<file path="src/rtl/wb_port_arbiter.sv">
// Two-requester write-back port arbiter for a register file, with a
// sequential clear sweep that issues one synchronous clear per cycle.
module wb_port_arbiter #(
  parameter int WordLen   = 32,
  parameter int WordCount = 15,
  localparam int AW = (WordCount > 1) ? $clog2(WordCount) : 1
) (
  input  logic               clk,
  input  logic               rst,
  input  logic               a_valid,
  input  logic [AW-1:0]      a_dest,
  input  logic [WordLen-1:0] a_data,
  output logic               a_ready,
  input  logic               b_valid,
  input  logic [AW-1:0]      b_dest,
  input  logic [WordLen-1:0] b_data,
  output logic               b_ready,
  input  logic               clr_start,
  output logic               clr_busy,
  output logic               clr_done,
  output logic               wb_en,
  output logic               wb_sclr,
  output logic [AW-1:0]      wb_dest,
  output logic [WordLen-1:0] wb_data,
  output logic               dest_err
);

  typedef enum logic {IDLE, SWEEP} state_t;

  localparam logic [AW:0]   WC_EXT = (AW+1)'(WordCount);
  localparam logic [AW-1:0] LAST   = AW'(WordCount - 1);

  state_t       state;
  logic [AW-1:0] cnt;
  logic          ptr;   // 0: A wins a tie, 1: B wins a tie
  logic          grant_a;
  logic          grant_b;
  logic [AW-1:0] sel_dest;
  logic [WordLen-1:0] sel_data;
  logic          dest_ok;

  always_comb begin
    a_ready = 1'b0;
    b_ready = 1'b0;
    if (!rst && state == IDLE && !clr_start) begin
      if (a_valid && b_valid) begin
        a_ready = ~ptr;
        b_ready = ptr;
      end else begin
        a_ready = a_valid;
        b_ready = b_valid;
      end
    end
  end

  assign grant_a  = a_valid && a_ready;
  assign grant_b  = b_valid && b_ready;
  assign sel_dest = grant_b ? b_dest : a_dest;
  assign sel_data = grant_b ? b_data : a_data;
  assign dest_ok  = ({1'b0, sel_dest} < WC_EXT);
  assign clr_busy = (state == SWEEP);

  always_ff @(posedge clk or posedge rst) begin
    if (rst) begin
      state    <= IDLE;
      cnt      <= '0;
      ptr      <= 1'b0;
      wb_en    <= 1'b0;
      wb_sclr  <= 1'b0;
      wb_dest  <= '0;
      wb_data  <= '0;
      clr_done <= 1'b0;
      dest_err <= 1'b0;
    end else begin
      wb_en    <= 1'b0;
      wb_sclr  <= 1'b0;
      clr_done <= 1'b0;
      case (state)
        IDLE: begin
          if (clr_start) begin
            state <= SWEEP;
            cnt   <= '0;
          end else if (grant_a || grant_b) begin
            // out-of-range writes are dropped; only the sticky flag records them
            if (dest_ok) begin
              wb_en   <= 1'b1;
              wb_dest <= sel_dest;
              wb_data <= sel_data;
            end else begin
              dest_err <= 1'b1;
            end
            if (a_valid && b_valid) ptr <= ~ptr;
          end
        end
        SWEEP: begin
          wb_sclr <= 1'b1;
          wb_dest <= cnt;
          if (cnt == LAST) begin
            state    <= IDLE;
            cnt      <= '0;
            clr_done <= 1'b1;
          end else begin
            cnt <= cnt + AW'(1);
          end
        end
      endcase
    end
  end

endmodule
</file>
<file path="config.mk">
export PLATFORM = sky130hd
export DESIGN_NAME = wb_port_arbiter
export DESIGN_NICKNAME = d
export VERILOG_FILES = /design/src/rtl/wb_port_arbiter.sv
export SDC_FILE = /design/constraint.sdc
export NUM_CORES = 1
export LEC_CHECK = 0
export BUFFER_PORTS_ARGS = -buffer_cell sky130_fd_sc_hd__buf_2
export CAP_MARGIN = 10
export CORE_AREA = 2 2 80 82
export CTS_BUF_LIST = sky130_fd_sc_hd__clkbuf_8 sky130_fd_sc_hd__clkbuf_16
export DETAILED_ROUTE_END_ITERATION = 6
export DIE_AREA = 0 0 82 84
export GPL_ROUTABILITY_DRIVEN = 1
export PLACE_DENSITY = 0.73
export SLEW_MARGIN = 20
export SYNTH_ARGS = -nofsm -noshare
export SYNTH_HDL_FRONTEND = slang
export SYNTH_SLANG_ARGS = --single-unit
</file>
<file path="constraint.sdc">
create_clock -name clk -period 2.07 [get_ports clk]
set_input_delay 0 -clock clk [delete_from_list [all_inputs] [get_ports clk]]
set_output_delay 0 -clock clk [all_outputs]
set_load 0.1 [all_outputs]
</file>
Yosys cells after proc, flatten, opt, wreduce, memory -nomap -nowiden
Cells that the tools add are included.
{"block": "totals", "ff_bits": 46, "inputBits": 77, "out_inout_bits": 43, "wordCells": 55}
{"block": "op_classes", "addsub": 1, "magnitude_cmp": 1, "eq_ne": 5, "n_mux": 23, "bitwise_logic": 4, "reduce_logical": 12}
{"operator": "32-bit 2-to-1 mux", "count": 1}
{"operator": "4-bit 2-to-1 mux", "count": 6}
{"operator": "4-bit case mux with 2 select lines", "count": 2}
{"operator": "1-bit 2-to-1 mux", "count": 13}
{"operator": "4-bit AND reduction", "count": 3}
{"operator": "2-bit inequality test, second input constant", "count": 3}
{"operator": "1-bit logical AND", "count": 5}
{"operator": "4-bit by 1-bit adder with 4-bit output, second input constant", "count": 1}
{"operator": "4-bit == test, second input constant", "count": 1}
{"operator": "4-bit less-than comparator, second input constant", "count": 1}
{"operator": "1-bit NOT", "count": 4}
{"operator": "3-bit AND reduction", "count": 1}
{"operator": "1-bit zero test", "count": 2}
{"operator": "2-bit by 1-bit inequality test with 1-bit output, second input constant", "count": 1}
{"operator": "1-bit case mux with 2 select lines", "count": 1}
{"operator": "1-bit logical OR", "count": 1}

Depth between registers and ports, before layout
Gate-level depths: netlist of run 1.
{"block": "depth", "ltp_word": 11, "depth_mapped": 6, "depth_no_buf": 6}

Least setup slack after synthesis of run 1
No wires, ideal clock.
{"block": "synth_timing", "path_kind": "register -> output", "startpoint": "register state, in the netlist clr_busy", "endpoint": "output a_ready", "arrival_time_ns": 2.800, "t_required_ns": 2.070, "path_slack_ns": -0.730, "stages_incl_launch_ff": 5, "cell_sequence": "dfrtp_1 > buf_6 > nor3_4 > nand2_1 > a21oi_1"}
{"block": "synth_via", "elab_chain_len": 4}
{"element": "from (decl)", "line": "33", "rtl": "state_t state;"}
{"element": "from (signal assigned)", "line": "65", "rtl": "state <= IDLE;"}
{"element": "from (signal assigned)", "line": "81", "rtl": "state <= SWEEP;"}
{"element": "from (signal assigned)", "line": "99", "rtl": "state <= IDLE;"}
{"element": "1-bit NOT (no line)"}
{"element": "1-bit logical AND (2 in a row)", "line": "45", "rtl": "if (!rst && state == IDLE && !clr_start) begin"}
{"element": "1-bit 2-to-1 mux", "line": "45"}
{"element": "to (decl)", "line": "13", "rtl": "output logic a_ready,"}
No other way between the ends.

Worst setup path in the final report of run 1
{"block": "layout_timing", "startpoint": "register state, in the netlist clr_busy", "endpoint": "register wb_data[30]"}
{"block": "layout_via", "elab_chain_len": 8, "elab_cells_between_ends": 12, "cone_classes": "order compare (1); mux (4); bitwise (1); reduce/logical (6)"}
{"element": "1-bit NOT (no line) (*)"}
{"element": "1-bit logical AND (2 in a row)", "line": "45"}
{"element": "1-bit 2-to-1 mux", "line": "45"}
{"element": "1-bit logical AND", "line": "57", "rtl": "assign grant_b = b_valid && b_ready;"}
{"element": "4-bit 2-to-1 mux", "line": "58", "rtl": "assign sel_dest = grant_b ? b_dest : a_dest;"}
{"element": "4-bit less-than comparator", "line": "60", "rtl": "assign dest_ok = ({1'b0, sel_dest} < WC_EXT);"}
{"element": "4-bit AND reduction (no line)"}
{"element": "to (signal assigned)", "line": "88", "rtl": "wb_data <= sel_data;"}
{"element": "to (decl)", "line": "24", "rtl": "output logic [WordLen-1:0] wb_data,"}
Every way passes the cells marked *; elsewhere a longest branch is shown, timed or not.
A chain may end at the register's enable or synchronous reset.

==> impl_metrics.yaml, run 1 <==
clock_network:
  cts_tree: "done"
  clkSinkCount: 46
  postCtsSetupRepairBufs: 0
  post_cts.resized_instances: 0
  h-tree-depth: 2
  cts_made_buffers: 5
  clk_latency_ns: 0.30
  clk_pin_slew_ns: 0.09
  clock_tree.buffer_depth: 2
  cts_root_buf: "clkbuf_8"
timing:
  min_period_ns: 1.915
  finClkSkew_ns: 0.007177
  setup_viol_count_final: 0
  finalMaxSlewViolations: 0
  max_slew_margin: 0.4765
  rsz0062_at_grt: "no"
  fin_crit_sh: 0.9251
  hold_violations: 0
  tns_ns: 0
  max_clock_freq_mhz: 522.2
  worst_pin_slew_ns: 0.7842
global_routing:
  grt_pass1_wl_um: 8652
  grt_pass1_vias: 1871
  grt_util_met3: 0.04004
  grt_max_degree: 39
  gr-usage-all-layers: 0.1633
  busiest_layer: "met2"
  grtUsageMet1: 0.2022
  gr-usage-met2: 0.2705
  gr-total-overflow: 0
  antenna_found_initial: 0
logic_synthesis:
  synth_top_area_frac: 0.4632
  synthTopCellsByCount: "46 x dfrtp_1, 41 x mux2_2, 28 x mux2_4, 15 x nand2_1, 5 x nor2_1"
  synthCells: 184
  yosysWarnings: 0
  seq_area_frac_synth: 0.4632
  synth.most_common_cell: "dfrtp_1"
  ys_ff_latch: 46
  ys_top_cells_by_area: "dfrtp_1 46%, mux2_2 19%, mux2_4 17%"
  synth_ff_type: "dfrtp_1"
  yosysTopAreaCell: "dfrtp_1"
  synth_nets: 263
  synth-edff-count: 0
  syn_area_per_cell_um2: 13.50
  synthArstFlopShare: 1.000
  synth_area_um2: 2485
  yosysUniqueCellTypes: 27
critical_path:
  worstPathCellList: "nor3_4 > a31oi_2 > nor3_4 > buf_12 > mux2_2"
  critPathKind: "reg2reg"
  crit_path_frequent_cell: "nor3_4"
  critPathMaxFanout: 27
  cp_top_family: "simple AND/OR/NAND/NOR gates"
  end_kind: "flip-flop"
  arrival_ns: 2.11
  cp_slowest_stage_delay_ns: 0.50
  cp_slowest_cell: "dfrtp_4"
  path_buf_inv: 1
  required_ns: 2.26
  cp-start-kind: "flip-flop"
layout:
  drive_gt1_frac: 0.6911
  seq_area_um2: 1155
  nFillCells: 529
  nets: 392
  stdcell_area_um2: 3397
  antennaDiodeCount: 0
  multiInputGateArea_um2: 1279
  layout-area-overhead-vs-synth_pct: 36.71
floorplanning:
  coreArea_um2: 6096
  die_w_um: 82
  die-area_um2: 6888
  start_util: 0.4076
  fp.dieH_um: 84
  rows: 29
  pin_count: 120
outcome:
  outcome: "finished clean"
placed_design:
  hpwl_um: 4206
  placed_area_um2: 3239
  gp_congestion: 0.7185
  portBuffers: 119
worst_hold_path:
  hold_class: "in2reg"
flow_run:
  drv_cap: 0
drt:
  drc: 0
  wl_per_cell_um: 14.25
  drtIter0Drc: 62
  via_per_inst: 4.926
  drt-pass1-iter-count: 4
  num_vias: 1926
  drtAntennaViolNets: 0
  wirelength_um: 5572
repair_timing:
item | in CTS | in global routing
hold endpoints to repair | 38 | 0
endpoints found under the setup margin | 0 | 0
hold buffers | 2 | 0
registers in the layout (all words and copies together), names as in the netlist:
register,cells
dest_err,1
wb_dest,4
cnt,4
wb_sclr,1
ptr,1
clr_busy,1
wb_data,32
wb_en,1
clr_done,1
cells in the final DEF, fill, tap and decap left out, types with 2 or more instances in the layout:
master / count
buf_2: 118
dfrtp_1: 45
mux2_2: 41
mux2_4: 28
nand2_1: 15
buf_4: 8
nor2_1: 5
clkbuf_8: 5
nand2b_1: 4
o31ai_1: 4
o21ai_0: 4
nand4_1: 3
o221ai_1: 3
nor3_4: 2
inv_1: 2
nand3_1: 2
ha_1: 2
bufinv_16: 2
dlygate4sd3_1: 2
buf_12: 2
layer usage:
layer  part of all wire  vias to the layer above
met5                  0                        -
met4              0.020                        0
met3              0.071                       11
met2               0.50                       76
met1               0.41                      915
li1                   -                      924
path summary, 6_finish.rpt:
path	start	to	slack (ns)	cells past startpoint
max	clr_busy	wb_data[30]	0.16	5
min	b_data[26]	wb_data[26]	0.05	3
max reg2reg	clr_busy	wb_data[30]	0.16	5
min reg2reg	dest_err	dest_err	0.48	1
max in group asynchronous	rst	wb_data[16]	1.02	4
min in group asynchronous	rst	ptr	0.41	3
metrics by stage:
stage / instances / utilization / hold WS, ns / worst slack (ns)
after floorplan: 184 / - / 0.08627 / -0.1660
after global placement: 381 / 0.5314 / 0.2340 / 0.2024
after detailed placement: 381 / 0.5314 / 0.2474 / 0.1626
after CTS: 391 / 0.5573 / 0.03690 / 0.1403
after global routing: 391 / 0.5573 / 0.04050 / 0.06842
final: 391 / 0.5573 / 0.04868 / 0.1550
cells by family after synthesis:
family / count (synthesis) / share of synthesized area
compound gates: 19 / 0.05187
xor+xnor: 1 / 0.003525
fa+ha+maj: 2 / 0.01007
buf+inv: 12 / 0.03021
flops: 46 / 0.4632
mux: 69 / 0.3550
simple gates: 35 / 0.08610
worst register-to-register path: cells and delay by family (launching register included):
kind / cells / cell delay [ns]
mux: 1 / 0.39
flops: 1 / 0.50
simple gates: 2 / 0.51
compound gates: 1 / 0.17
buf+inv: 1 / 0.25
area by class of cell:
| type | instances | area share |
|---|---|---|
| Multi-Input combinational cell | 126 | 0.3764 |
| Sequential cell | 46 | 0.3400 |
| Timing Repair Buffer | 130 | 0.2092 |
| Tap cell | 77 | 0.02836 |
| Clock buffer | 5 | 0.02026 |
| Clock inverter | 3 | 0.02026 |
| Inverter | 4 | 0.005525 |
Power of run 1 is left out: the tool's default activity adds up to more than one toggle a clock period on the data nets, which glitch-free logic cannot reach.
==> run 2, diff against run 1 <==
Settings changed: ABC_AREA set to 1, CORE_AREA 2 2 80 82 to 2 2 78 80, DIE_AREA 0 0 82 84 to 0 0 80 82, GPL_ROUTABILITY_DRIVEN 1 to 0.
==> run 2 against run 1 <==
Against the previous run:
- the flow now finishes with violations (hold timing)
- global-route usage rose by 0.24 points
- utilization down 0.87 points
- flip-flop and latch count stayed put
- non-clock buffer count unchanged
- highest routed layer unchanged
==> impl_metrics.yaml, run 2 <==
layout:
  stdcell_area_um2: 3152
  nets: 436
  antennaDiodeCount: 0
  largest_reg_flops: 32
  drive_gt1_frac: 0.4218
  mostFrequentLayoutCells: "118 x buf_2, 49 x nand2_1, 45 x dfrtp_1, 38 x o21ai_0, 32 x mux2i_1"
  top_register: "wb_data"
  top_regs: "wb_data x32, cnt x4, wb_dest x4"
  final_common_cell: "buf_2"
  layout-area-overhead-vs-synth_pct: 36.75
  nFillCells: 564
clock_network:
  clock_tree.buffer_depth: 2
  clk_pin_slew_ns: 0.09
  cts_root_buf: "clkbuf_8"
  h-tree-depth: 2
  cts_made_buffers: 5
  postCtsSetupRepairBufs: 0
  holdBufCountCts: 5
  clkSinkCount: 46
  cts_tree: "done"
  post_cts.resized_instances: 0
  clk_latency_ns: 0.30
global_routing:
  grt_pass1_vias: 1986
  gr-total-overflow: 0
  antenna_found_initial: 0
  grt_max_degree: 47
  grt_pass1_wl_um: 8466
  gr-usage-all-layers: 0.1656
floorplanning:
  die-area_um2: 6560
  pin_count: 120
  start_util: 0.4011
  fp.dieH_um: 82
  rows: 28
  coreArea_um2: 5746
  die_w_um: 80
drt:
  drtAntennaViolNets: 0
  via_per_inst: 4.707
  wl_per_cell_um: 11.93
  num_vias: 2038
  wirelength_um: 5167
  drtIter0Drc: 28
  drc: 0
  drt-pass1-iter-count: 4
timing:
  rsz0062_at_grt: "no"
  worst_pin_slew_ns: 0.9373
  min_period_ns: 1.737
  hold_violations: 46
  finalMaxSlewViolations: 0
  finClkSkew_ns: 0.01538
  setup_viol_count_final: 0
  tns_ns: 0
  fin_crit_sh: 0.8392
  hold_ws_ns: -0.05547
  max_clock_freq_mhz: 575.7
  max_slew_margin: 0.3742
outcome:
  outcome: "finished with violations"
  violations: "hold timing"
critical_path:
  critPathKind: "reg2reg"
  r2r_start: "clr_busy"
  startpoint: "clr_busy"
  cp_slowest_cell: "dfrtp_2"
  arrival_ns: 1.91
  cp_top_family: "simple AND/OR/NAND/NOR gates"
  worstPathCellList: "inv_2 > nand2_4 > nor2_8 > nand2_2 > nand2_1 > nand2_1 > nor2_4 > nand2_2 > nand2_4 > buf_4 > o21ai_0"
  path_buf_inv: 2
  reg2reg_slack_ns: 0.33
  cp.depth: 11
  reg2reg_depth: 11
  cp_slowest_stage_delay_ns: 0.42
  required_ns: 2.24
  r2r_end: "wb_data[25]"
  end_kind: "flip-flop"
  critPathMaxFanout: 26
  crit_end: "wb_data[25]"
  cp-start-kind: "flip-flop"
logic_synthesis:
  yosys.area_share.xor_xnor: 0.01140
  seq_area_frac_synth: 0.4995
  synth-edff-count: 0
  synth.most_common_cell: "nand2_1"
  syn_area_per_cell_um2: 9.891
  synth_compound_area_frac: 0.1042
  yosysWarnings: 0
  synthAdderAreaFrac: 0.01086
  synth_ff_type: "dfrtp_1"
  synth_top_area_frac: 0.4995
  yosysUniqueCellTypes: 24
  synthTopCellsByCount: "49 x nand2_1, 46 x dfrtp_1, 38 x o21ai_0, 32 x mux2i_1, 14 x nand3_1"
  synthSimpleGateAreaFrac: 0.1781
  ys_ff_latch: 46
  synth_top_family_by_area: "simple AND/OR/NAND/NOR gates"
  synth_mux_area_frac: 0.1390
  synth_nets: 312
  synthArstFlopShare: 1.000
  synthCells: 233
  ys_top_cells_by_area: "dfrtp_1 50%, mux2i_1 14%, o21ai_0 8.3%"
  synth_area_um2: 2305
  yosysTopAreaCell: "dfrtp_1"
flow_run:
  drv_cap: 0
placed_design:
  portBuffers: 119
  placed_area_um2: 2985
  hpwl_um: 3951
worst_hold_path:
  hold_class: "in2async"
-- run 2: cell types whose count changed in the layout (fill, tap and decap cells not counted), sizes merged, moves of 4 or more --
cell	delta
nand3	+15
o221ai	-4
mux2	-69
inv	+11
o21ai	+36
nand2b	-4
o31ai	-4
mux2i	+32
nand2	+40
-- run 2: cell type report --
class                      instances  area, µm²  share of cell area
sequential                        46       1152              0.3656
clock inverter                     2      33.78             0.01072
timing repair buffer             130      718.2              0.2279
tap                               75      93.84             0.02977
inverter                          13      48.80             0.01548
clock buffer                       6      82.58             0.02620
multi-input combinational        161       1022              0.3243
-- run 2: per-stage QoR --
step / instances / hold slack [ns] / util / worst slack [ns]
6_report: 433 / -0.05547 / 0.5486 / 0.3328
5_1_grt: 433 / 0.01001 / 0.5486 / 0.1269
4_1_cts: 433 / 0.001164 / 0.5486 / 0.3098
3_5_place_dp: 420 / 0.2982 / 0.5196 / 0.3297
3_3_place_gp: 420 / 0.2923 / 0.5196 / 0.4484
2_1_floorplan: 233 / 0.1750 / - / 0.1138
-- run 2: worst min-delay path by stage --
| stage | from | endpoint | slack [ns] |
|---|---|---|---|
| 2_1_floorplan | a_valid | ptr | 0.18 |
| 3_3_place_gp | b_data[0] | wb_data[0] | 0.29 |
| 3_5_place_dp | b_data[0] | wb_data[0] | 0.30 |
| 4_1_cts | rst | cnt[1] | 0.001 |
| 5_1_grt | b_data[19] | wb_data[19] | 0.01 |
| 6_report | rst | cnt[0] | -0.06 |
-- run 2: kinds of logic after synthesis --
| family | Yosys count |
|---|---|
| XOR/XNOR | 3 |
| AO/OA/AOI/OAI | 44 |
| flip-flops | 46 |
| multiplexers | 32 |
| AND/OR/NAND/NOR | 80 |
| buffers and inverters | 26 |
| adder cells (fa/ha/maj) | 2 |
-- run 2: metal layers --
| layer | share of wire | GRT usage | vias up |
|---|---|---|---|
| met1 | 0.39 | 0.1698 | 928 |
| met3 | 0.072 | 0.04286 | 9 |
| met4 | 0.017 | 0.06271 | 0 |
| met2 | 0.52 | 0.3208 | 71 |
| met5 | 0 | 0 | - |
| li1 | - | - | 1030 |
Power of run 2 is left out for the same reason.
